<file path="src/rtl/pc_fetch_ctrl.sv">
// Fetch PC controller with E-stage branch resolution, redirect/flush
// generation and saturating branch / mispredict performance counters.
//
// Ports:
//   clk, rst                 clock and asynchronous active-low reset
//   stall_F                  hold the fetch PC
//   predict_valid_F/taken_F  fetch-stage predictor result for PC_F
//   predict_target_F         predicted target for PC_F
//   branch_resolved_E        conditional branch resolving in E
//   E_Jump, E_opcode         unconditional jump in E and its opcode
//   PC_E, branch_target_E    E instruction address and actual target
//   branch_taken_E           actual direction of the E branch
//   pred_taken_E/target_E    prediction carried with the E instruction
//   cnt_clr                  synchronous clear of both counters
//   PC_F, PC_plus4_F         fetch address and fetch address + 4
//   flush_D, flush_E         squash D and E on a redirect
//   mispredict_E             E-stage misprediction (combinational)
//   br_count, mispred_count  saturating resolve / mispredict counters
module pc_fetch_ctrl #(
  parameter logic [31:0] RESET_PC  = 32'h0000_0000,
  parameter int unsigned CNT_WIDTH = 32
) (
  input  logic                 clk,
  input  logic                 rst,
  input  logic                 stall_F,
  input  logic                 predict_taken_F,
  input  logic                 predict_valid_F,
  input  logic [31:0]          predict_target_F,
  input  logic                 branch_resolved_E,
  input  logic                 E_Jump,
  input  logic [6:0]           E_opcode,
  input  logic [31:0]          PC_E,
  input  logic [31:0]          branch_target_E,
  input  logic                 branch_taken_E,
  input  logic                 pred_taken_E,
  input  logic [31:0]          pred_target_E,
  input  logic                 cnt_clr,
  output logic [31:0]          PC_F,
  output logic [31:0]          PC_plus4_F,
  output logic                 flush_D,
  output logic                 flush_E,
  output logic                 mispredict_E,
  output logic [CNT_WIDTH-1:0] br_count,
  output logic [CNT_WIDTH-1:0] mispred_count
);

  localparam int unsigned PcWidth = 32;

  typedef enum logic [1:0] {
    BOOT    = 2'd0,
    RUN     = 2'd1,
    RECOVER = 2'd2
  } state_e;

  state_e               state_q, state_d;
  logic [PcWidth-1:0]   pc_q, pc_d;
  logic [CNT_WIDTH-1:0] br_cnt_q, br_cnt_d;
  logic [CNT_WIDTH-1:0] mis_cnt_q, mis_cnt_d;

  logic                 resolve_c;
  logic                 actual_taken_c;
  logic                 mispredict_c;
  logic [PcWidth-1:0]   correct_pc_c;
  logic [PcWidth-1:0]   pc_plus4_c;

  // JALR mismatches fall out of the generic target compare; opcode is not decoded.
  logic                 unused_opcode;
  assign unused_opcode = ^E_opcode;

  // E-stage resolution; only live in RUN so BOOT and the post-flush bubble are ignored.
  assign resolve_c      = (state_q == RUN) && (branch_resolved_E || E_Jump);
  assign actual_taken_c = branch_taken_E || E_Jump;
  assign mispredict_c   = resolve_c &&
                          ((actual_taken_c != pred_taken_E) ||
                           (actual_taken_c && (branch_target_E != pred_target_E)));
  assign correct_pc_c   = actual_taken_c ? branch_target_E : (PC_E + PcWidth'(4));
  assign pc_plus4_c     = pc_q + PcWidth'(4);

  // Next-state, next-PC and counter update.
  always_comb begin
    state_d   = state_q;
    pc_d      = pc_q;
    br_cnt_d  = br_cnt_q;
    mis_cnt_d = mis_cnt_q;

    case (state_q)
      BOOT:    state_d = RUN;
      RUN:     state_d = mispredict_c ? RECOVER : RUN;
      RECOVER: state_d = RUN;
      default: state_d = BOOT;
    endcase

    // BOOT holds RESET_PC; redirect beats stall beats prediction beats +4.
    if (state_q != BOOT) begin
      if (mispredict_c) begin
        pc_d = correct_pc_c;
      end else if (stall_F) begin
        pc_d = pc_q;
      end else if (predict_valid_F && predict_taken_F) begin
        pc_d = predict_target_F;
      end else begin
        pc_d = pc_plus4_c;
      end
    end

    // Clear wins over increment; increments saturate at all-ones.
    if (cnt_clr) begin
      br_cnt_d  = '0;
      mis_cnt_d = '0;
    end else begin
      if (resolve_c && (br_cnt_q != '1)) begin
        br_cnt_d = br_cnt_q + CNT_WIDTH'(1);
      end
      if (mispredict_c && (mis_cnt_q != '1)) begin
        mis_cnt_d = mis_cnt_q + CNT_WIDTH'(1);
      end
    end
  end

  // State, PC and counter registers.
  always_ff @(posedge clk or negedge rst) begin
    if (!rst) begin
      state_q   <= BOOT;
      pc_q      <= RESET_PC;
      br_cnt_q  <= '0;
      mis_cnt_q <= '0;
    end else begin
      state_q   <= state_d;
      pc_q      <= pc_d;
      br_cnt_q  <= br_cnt_d;
      mis_cnt_q <= mis_cnt_d;
    end
  end

  assign PC_F          = pc_q;
  assign PC_plus4_F    = pc_plus4_c;
  assign mispredict_E  = mispredict_c;
  assign flush_D       = mispredict_c;
  assign flush_E       = mispredict_c;
  assign br_count      = br_cnt_q;
  assign mispred_count = mis_cnt_q;

endmodule

</file>
<file path="config.mk">
export PLATFORM = sky130hd
export DESIGN_NAME = pc_fetch_ctrl
export DESIGN_NICKNAME = d
export VERILOG_FILES = /design/src/rtl/pc_fetch_ctrl.sv
export SDC_FILE = /design/constraint.sdc
export NUM_CORES = 1
export LEC_CHECK = 0
export ABC_AREA = 1
export CAP_MARGIN = 10
export CORE_ASPECT_RATIO = 0.9
export CORE_UTILIZATION = 30
export CTS_CLUSTER_SIZE = 30
export DETAILED_ROUTE_END_ITERATION = 12
export GPL_ROUTABILITY_DRIVEN = 0
export GPL_TIMING_DRIVEN = 1
export HOLD_SLACK_MARGIN = 0.1
export MAX_ROUTING_LAYER = met4
export SYNTH_ARGS = -nofsm -noshare
export SYNTH_HDL_FRONTEND = slang
export SYNTH_SLANG_ARGS = --single-unit
</file>
<file path="constraint.sdc">
create_clock -name clk -period 2.8 [get_ports clk]
set_input_delay 0.56 -clock clk [delete_from_list [all_inputs] [get_ports clk]]
set_output_delay 0.56 -clock clk [all_outputs]
set_load 0.1 [all_outputs]
</file>
==> metrics.cfg <==
[status]
status = finished, final reports clean

[clock_network]
clockBufferDepth = 2
ctsHoldBuffers = 0
cts_tree = built
cts_max_level = 3
root_buffer = clkbuf_16
path_clk_slew_ps = 80
cts_buffers = 9
cts_sinks = 98
clock_latency_ps = 360

[setup_path]
r2r_slack_ps = 450
start_kind = flop
crit_path_frequent_cell = nand2_1
r2r_start = mispred_count[0]
max_stage_delay_ps = 470
crit_chain = ha_2 -> nand3_4 -> inv_1 -> nand2_1 -> nor2_1 -> buf_4 -> nand3b_1 -> nand2_1 -> buf_12
cp_max_fo = 6
cp.arrival_ps = 2120
r2r-end = mispred_count[1]
cp.depth = 9
cp_slowest_cell = dfrtp_4
crit_family = simple AND/OR/NAND/NOR gates
worst-path-buf-inv = 3
required_ps = 2240
reg2reg_depth = 10
cp-end-kind = output port
critPathKind = flop to output port

[die]
fp-row-count = 59
core_area_mm2 = 0.0292
ioPinCount = 276
die_area_mm2 = 0.0306
start_util = 0.308
dieWidth_um = 184
die_y_um = 166

[place]
pre_cts_ws_ps = -45.1
dp_hpwl_um = 28000
numPortBuffers = 268

[global_route]
grt_max_degree = 54
antenna_found_initial = 4
grt_usage = 0.237
grt_pass1_wl_um = 55500
grt_overflow = 0
grt_pass1_vias = 10133

[cells_and_area]
syn2layout_area_growth_pct = 47.1
fillCellCount = 3045
layout.nets = 1986
drive_above_1_share = 0.168

[route]
viasPerCell = 4.79
drc_errors = 0
ant_nets = 0
wl_um = 35100
first_pass_iters = 5
wl_per_cell_um = 15.7
via_count = 10725
drtIter0Drc = 737

[timing]
hold_violations = 0
rsz0062_at_grt = yes
final.period_utilization = 0.958
setup_viol = 0
min_period_ps = 2680
maxSlewViolCount = 0
tightest_slew_ps = 709
worst_slack_ps = 119
relSlewSlack = 0.524
max_freq_mhz = 373
skew_ps = 16.7

[synth]
ys_ff_latch = 98
syn_inst = 1542
synth-edff-count = 0
syn_nets = 1691
synth_cell_types = 46
async_reset_ff_frac = 1.00
synth_top_cells_by_area = nand2_1 (28%), dfrtp_1 (27%), nor2_1 (6.9%)
ys_seq_area_frac = 0.273
ys_warn_count = 0
ys.flop_type = dfrtp_1
synth_top_area_frac = 0.282
synth.avg_cell_area_um2 = 5.83
netlist_area_mm2 = 0.00898
synth_top_cell_by_area = nand2_1

[pwr]
power_mw = 10.6
vdd_drop_max_mv = 0.879
p_leak_nw = 6.70
p_per_area_mw_per_mm2 = 805

[run]
cap_violations = 0

[min_path]
worstHoldPathType = input port to asynchronous set/reset pin

[logic make-up after synthesis]
| group | synth area share |
|---|---|
| simple gates | 0.505 |
| buf+inv | 0.0936 |
| flops | 0.273 |
| compound gates | 0.0575 |
| xor+xnor | 0.0643 |
| fa+ha+maj | 0.00557 |
| mux | 0.00111 |
[layer usage]
metal | track usage | up-vias | wire length (um)
met5 | - | - | 0
met4 | 0.0576 | 0 | 469
met3 | 0.0252 | 27 | 1720
met2 | 0.348 | 356 | 15300
met1 | 0.345 | 4888 | 17600
li1 | - | 5454 | -
[cells in the final DEF (no fill, tap or decap), types with 21 or more instances in the layout]
cell type,count
o21ai_0,53
clkdlybuf4s50_1,105
xor2_1,30
buf_4,163
nor3_1,39
nand4_1,60
nor2_1,149
nand2_1,665
dfrtp_1,74
buf_12,34
inv_1,155
dlymetal6s2s_1,30
dfrtp_2,22
xnor2_1,21
nand3_1,87
[flip-flops by register name (all words and copies together), names as in the netlist]
name	count
PC_F	32
br_count	32
mispred_count	32
state_q	2
[power breakdown]
| part | switching (mW) | leakage [nW] | internal (mW) |
|---|---|---|---|
| clock network | 0.626 | 0.138 | 0.619 |
| registers | 0.494 | 1.29 | 1.69 |
| logic | 5.17 | 5.27 | 2.04 |
| total | 6.29 | 6.70 | 4.35 |
[cell type report]
class / instances / area, um^2 / share of cell area
multi-input cells: 1236 / 6010 / 0.454
flip-flops and latches: 98 / 2490 / 0.188
clock inverters: 7 / 58.8 / 0.00445
inverters: 159 / 597 / 0.0452
diodes: 3 / 7.51 / 0.000568
clock buffers: 9 / 225 / 0.0170
well taps: 396 / 495 / 0.0375
repair buffers: 333 / 3340 / 0.253
[stage by stage]
step	cell area (um^2)	util	TNS, ps	cells	hold WS, ps
6_report	13200	0.453	0	2241	219
5_1_grt	13200	0.453	-22.7	2241	274
4_1_cts	13000	0.445	-28.8	2230	254
3_5_place_dp	12700	0.435	-681	2214	491
3_3_place_gp	12700	0.435	-127	2214	472
2_1_floorplan	9230	-	-359	1542	264
[synth_stat cells (all sizes together), types with 24 or more instances]
library cell    n
nand4          61
o21ai          59
buf            25
dfrtp          98
nand2         677
xnor2          29
nand3          93
clkbuf         24
xor2           37
inv           157
nor2          170
nor3           43
[what timing repair did]
action,4_1_cts,5_1_grt
pin swaps,2,10
setup endpoints to repair,6,14
setup buffers,0,9
resized for setup,8,60
[worst max-delay path by stage]
stage,start,endpoint,slack [ps]
3_3_place_gp,branch_target_E[30],flush_E,-40
2_1_floorplan,PC_F[3],PC_plus4_F[10],-130
4_1_cts,PC_F[2],PC_plus4_F[24],-30
6_report,PC_F[2],PC_plus4_F[26],120
5_1_grt,PC_F[9],PC_plus4_F[23],-20
3_5_place_dp,branch_target_E[15],flush_D,-50
(Power assumes the default switching activity.)
